$ cat src/rtl/vc_controller.sv
`timescale 1ns/1ps
// Control FSM for a 4-way fully-associative victim cache: keeps tag/valid/dirty per way,
// steers the line-data datapath and LRU regfile, and writes dirty victims back to pmem.
//
// Handshakes: l1_read/l1_write are levels held by L1 until the single-cycle l1_resp pulse;
// pmem_read/pmem_write are levels held constant by this block until pmem_resp is seen.
module vc_controller #(
  parameter int TAG_W    = 11,
  parameter int OFFSET_W = 5
) (
  input  logic                      clk,
  input  logic                      reset,
  input  logic                      l1_read,
  input  logic                      l1_write,
  input  logic [TAG_W-1:0]          l1_tag,
  input  logic                      l1_dirty,
  output logic                      l1_resp,
  output logic                      l1_rdata_sel,
  output logic [1:0]                data_sel,
  output logic [3:0]                data_load,
  output logic                      pmem_read,
  output logic                      pmem_write,
  output logic [TAG_W+OFFSET_W-1:0] pmem_addr,
  input  logic                      pmem_resp,
  output logic                      lru_write,
  output logic [1:0]                lru_way,
  input  logic [1:0]                lru_replace,
  output logic [2:0]                dbg_state,
  output logic [3:0]                dbg_valid
);

  localparam logic [2:0] IDLE    = 3'd0;
  localparam logic [2:0] RD_MISS = 3'd1;
  localparam logic [2:0] WB      = 3'd2;
  localparam logic [2:0] INSTALL = 3'd3;
  localparam logic [2:0] RD_HIT  = 3'd4;

  logic [2:0]       state;
  logic [1:0]       way;
  logic             way_hit;
  logic [TAG_W-1:0] req_tag;
  logic [TAG_W-1:0] tags [4];
  logic [3:0]       valid;
  logic [3:0]       dirty;

  logic [3:0] hit;
  logic       any_hit;
  logic       any_free;
  logic [1:0] hit_way;
  logic [1:0] free_way;
  logic [1:0] victim;

  // Tags are unique, so at most one hit; both encoders pick the lowest matching way.
  always_comb begin
    hit_way  = 2'd0;
    free_way = 2'd0;
    for (int i = 0; i < 4; i++) begin
      hit[i] = valid[i] && (tags[i] == l1_tag);
    end
    for (int i = 3; i >= 0; i--) begin
      if (hit[i])    hit_way  = 2'(i);
      if (!valid[i]) free_way = 2'(i);
    end
    any_hit  = |hit;
    any_free = ~&valid;
    victim   = any_hit ? hit_way : (any_free ? free_way : lru_replace);
  end

  always_ff @(posedge clk) begin
    if (reset) begin
      state   <= IDLE;
      way     <= 2'd0;
      way_hit <= 1'b0;
      req_tag <= '0;
      valid   <= 4'd0;
      dirty   <= 4'd0;
      for (int i = 0; i < 4; i++) tags[i] <= '0;
    end else begin
      case (state)
        IDLE: begin
          if (l1_write) begin
            way     <= victim;
            way_hit <= any_hit;
            req_tag <= l1_tag;
            state   <= (!any_hit && valid[victim] && dirty[victim]) ? WB : INSTALL;
          end else if (l1_read) begin
            way     <= hit_way;
            req_tag <= l1_tag;
            state   <= any_hit ? RD_HIT : RD_MISS;
          end
        end
        RD_MISS: if (pmem_resp) state <= IDLE;
        WB: begin
          if (pmem_resp) begin
            dirty[way] <= 1'b0;
            state      <= INSTALL;
          end
        end
        INSTALL: begin
          tags[way]  <= req_tag;
          valid[way] <= 1'b1;
          dirty[way] <= way_hit ? (dirty[way] | l1_dirty) : l1_dirty;
          state      <= IDLE;
        end
        RD_HIT:  state <= IDLE;
        default: state <= IDLE;
      endcase
    end
  end

  always_comb begin
    l1_resp      = 1'b0;
    l1_rdata_sel = 1'b0;
    data_sel     = 2'd0;
    data_load    = 4'd0;
    pmem_read    = 1'b0;
    pmem_write   = 1'b0;
    pmem_addr    = '0;
    lru_write    = 1'b0;
    lru_way      = 2'd0;
    case (state)
      RD_MISS: begin
        pmem_read = 1'b1;
        pmem_addr = {req_tag, {OFFSET_W{1'b0}}};
        if (pmem_resp) begin
          l1_resp      = 1'b1;
          l1_rdata_sel = 1'b1;
        end
      end
      WB: begin
        pmem_write = 1'b1;
        data_sel   = way;
        pmem_addr  = {tags[way], {OFFSET_W{1'b0}}};
      end
      INSTALL: begin
        data_load = 4'b0001 << way;
        data_sel  = way;
        l1_resp   = 1'b1;
        lru_write = 1'b1;
        lru_way   = way;
      end
      RD_HIT: begin
        data_sel  = way;
        l1_resp   = 1'b1;
        lru_write = 1'b1;
        lru_way   = way;
      end
      default: ;
    endcase
  end

  assign dbg_state = state;
  assign dbg_valid = valid;

endmodule

$ cat config.mk
export PLATFORM = sky130hd
export DESIGN_NAME = vc_controller
export DESIGN_NICKNAME = d
export VERILOG_FILES = /design/src/rtl/vc_controller.sv
export SDC_FILE = /design/constraint.sdc
export NUM_CORES = 1
export LEC_CHECK = 0
export ABC_AREA = 1
export ABC_CLOCK_PERIOD_IN_PS = 1700
export BUFFER_PORTS_ARGS = -buffer_cell sky130_fd_sc_hd__clkbuf_2
export CAP_MARGIN = 10
export CORE_UTILIZATION = 52
export DETAILED_ROUTE_END_ITERATION = 10
export MAX_ROUTING_LAYER = met4
export PLACE_DENSITY = 0.78
export SETUP_SLACK_MARGIN = 0.3
export SKIP_LAST_GASP = 1
export SYNTH_ARGS = -nofsm -noshare
export SYNTH_HDL_FRONTEND = slang
export SYNTH_SLANG_ARGS = --single-unit
export TNS_END_PERCENT = 30
$ cat constraint.sdc
create_clock -name clk -period 1.7 [get_ports clk]
set_input_delay 0.425 -clock clk [delete_from_list [all_inputs] [get_ports clk]]
set_output_delay 0.425 -clock clk [all_outputs]
set_load 0.01 [all_outputs]
==> metrics <==
status finished, violations left; failing checks negative setup slack; Tcrit/Tclk final 118%; drt wl/cell 18.7 um; Rows 32; # clock sinks 71; slowest CP cell dfxtp_4; initial drt markers 493; number of CTS-inserted buffers 9; chip height 90.8 um; Die W 90.8 um; worst min path class in -> reg; gr usage total 34.0%; fin crit period 2000 ps; First-pass DRT Iterations 5; DRC viols 0; detailed placement HPWL 8940 um; Cell Pwr Density 875 nW/um^2; DIE AREA 8240 sq um; count of pins over their slew limit 0; Root Buffer clkbuf_8; most frequent cells in the layout nand2_1, inv_1, nor2_1; Cell variety after synth 36; first-pass GRT wire length 20500 um; Vias 4398; largest net degree at the start of global routing 23; effective utilization at floorplan 53.3%; Mean Syn Cell Area 7.22 sq um; clk_lat worst skew 370 ps; Ys Warns 0; final count of negative-setup-slack endpoints 113; Vias/cell 5.70; CTS tree done; dpl cells 735; Final Hold Viols 0; Synth area leaders edfxtp_1, dfxtp_1, nand2_1, nor2_1, inv_1; Max Fanout on Critical Path 4; H-tree levels 3; Mapped Area 4100 sq um; critical path startpoint category flip-flop; PortBufs 49; LEAKAGE 0.00253 uW; share of layout cells above drive strength 1 33.6%; total gr overflow 0; CTS clk-pin slew, worst paths 80 ps; commonest non-fill, non-tap cell in the layout nand2_1; Setup TNS -11950 ps; Fmax 499 MHz; critical path class reg -> out; Area growth syn-to-layout 38.5%; VDD IR max 0.000737 V; antenna-violating nets left 0; initial antenna violation count 0; non-filler cells, final 772; Setup WS post-layout -303 ps; register area share after synthesis 45.4%; Ant. Diodes 0; Nets 684; area of the core 7690 sq um; Setup crit end kind primary output; RSZ-0062 raised after global routing yes; WL final 14400 um; clk buf depth 2; Max-cap violations 0; IO Count 55; RePlAce Congestion 0.976; Worst Skew 7.86 ps; Cells after Synth 568; synthesized flop and latch total 71; cell taking the most area after synthesis edfxtp_1; Cell Chain, Critical Path nor3_4 > inv_2 > a221o_1 > o21ai_2 > buf_2; vias in the first global route 4118; top cell type's share of synthesized area 32.2%; WP data required 1270 ps; crit path DAT 1580 ps; Critical Path Max Stage Delay 370 ps
## final cells by class
cell class,count,area (sq um)
Multi-Input combinational cell,389,2210
Fill cell,580,2010
Sequential cell,71,1880
Timing Repair Buffer,104,918
Inverter,90,338
Clock buffer,12,178
Tap cell,102,128
Clock inverter,4,25.0
## flip-flops by register name, summed over array words and instances (netlist names), named ones only
register / cells
tags: 44
req_tag: 11
dbg_valid: 4
dirty: 4
dbg_state: 3
way: 2
way_hit: 1
## synthesized netlist by cell type
| cell | count |
|---|---|
| nand3b_1 | 2 |
| a221o_1 | 2 |
| buf_4 | 6 |
| inv_1 | 81 |
| nor2_1 | 89 |
| nor3_2 | 1 |
| a22oi_1 | 2 |
| o21ai_0 | 52 |
| o21ai_1 | 6 |
| edfxtp_1 | 44 |
| nand3_1 | 16 |
| clkbuf_1 | 17 |
| o2bb2ai_1 | 1 |
| nor2_4 | 1 |
| o22ai_1 | 1 |
| o211ai_1 | 5 |
| nand3_2 | 1 |
| or2_1 | 1 |
| nor4_1 | 1 |
| nand2_4 | 2 |
| xor2_1 | 2 |
| a21oi_2 | 1 |
| a221oi_1 | 1 |
| buf_2 | 2 |
| inv_2 | 9 |
| a31oi_2 | 1 |
| nand2_1 | 125 |
| conb_1 | 1 |
| or2_0 | 1 |
| nand2_2 | 4 |
| xnor2_1 | 9 |
| nand4_1 | 4 |
| a21oi_1 | 44 |
| a31oi_1 | 1 |
| dfxtp_1 | 27 |
| nor3_1 | 5 |
## worst max-delay path: cells and delay by family, from the launching register on
kind | cells | cell delay, ps
AO/OA/AOI/OAI | 2 | 380
flip-flops | 1 | 370
buffers and inverters | 2 | 250
AND/OR/NAND/NOR | 1 | 210
## cells by family after synthesis
logic type,after synthesis,synth area share (%)
other cells,1,0.0915
simple gates,253,25.5
xor+xnor,11,2.35
flops,71,45.4
compound gates,117,15.5
buf+inv,115,11.1
## worst paths after layout
| kind | from | endpoint | slack [ps] | cells past startpoint |
|---|---|---|---|---|
| max | dbg_state[2] | pmem_addr[15] | -300 | 5 |
| max reg2reg | tags[3][8] | dbg_state[0] | -280 | 16 |
| min | reset | dirty[3] | 330 | 2 |
| min reg2reg | dirty[1] | dirty[1] | 540 | 2 |
## power by group
group	internal, uW	switching (uW)	total, uW
Sequential	1960	101	2070
Combinational	550	944	1490
Clock	707	700	1410
## what timing repair did
item,4_1_cts,5_1_grt
resized for setup,58,84
cloned,2,4
buffers inserted,9,6
endpoints found under the setup margin,140,142
hold buffers,0,0
pin swaps,14,25
## layer usage
metal	share of wire, %	up-vias	global-route usage (%)	wire, um
met5	0	-	-	0
li1	-	2018	-	-
met2	49	262	55.7	7020
met4	4.2	0	13.4	607
met1	38	2051	42.1	5540
met3	8.9	67	5.39	1280
## metrics by stage
step / total power (uW) / area [sq um] / worst slack (ps) / hold WS, ps / utilization [%]
finish: 4970 / 5680 / -303 / 334 / 73.9
detailed placement: 3250 / 4800 / -274 / 498 / 62.4
global placement: 3220 / 4800 / -226 / 487 / 62.4
floorplan: 2790 / 4210 / 45.4 / 467 / -
CTS: 4800 / 5300 / -303 / 333 / 69.0
global route: 5140 / 5680 / -418 / 337 / 73.9
No activity file was read; power rests on OpenSTA's default activity.
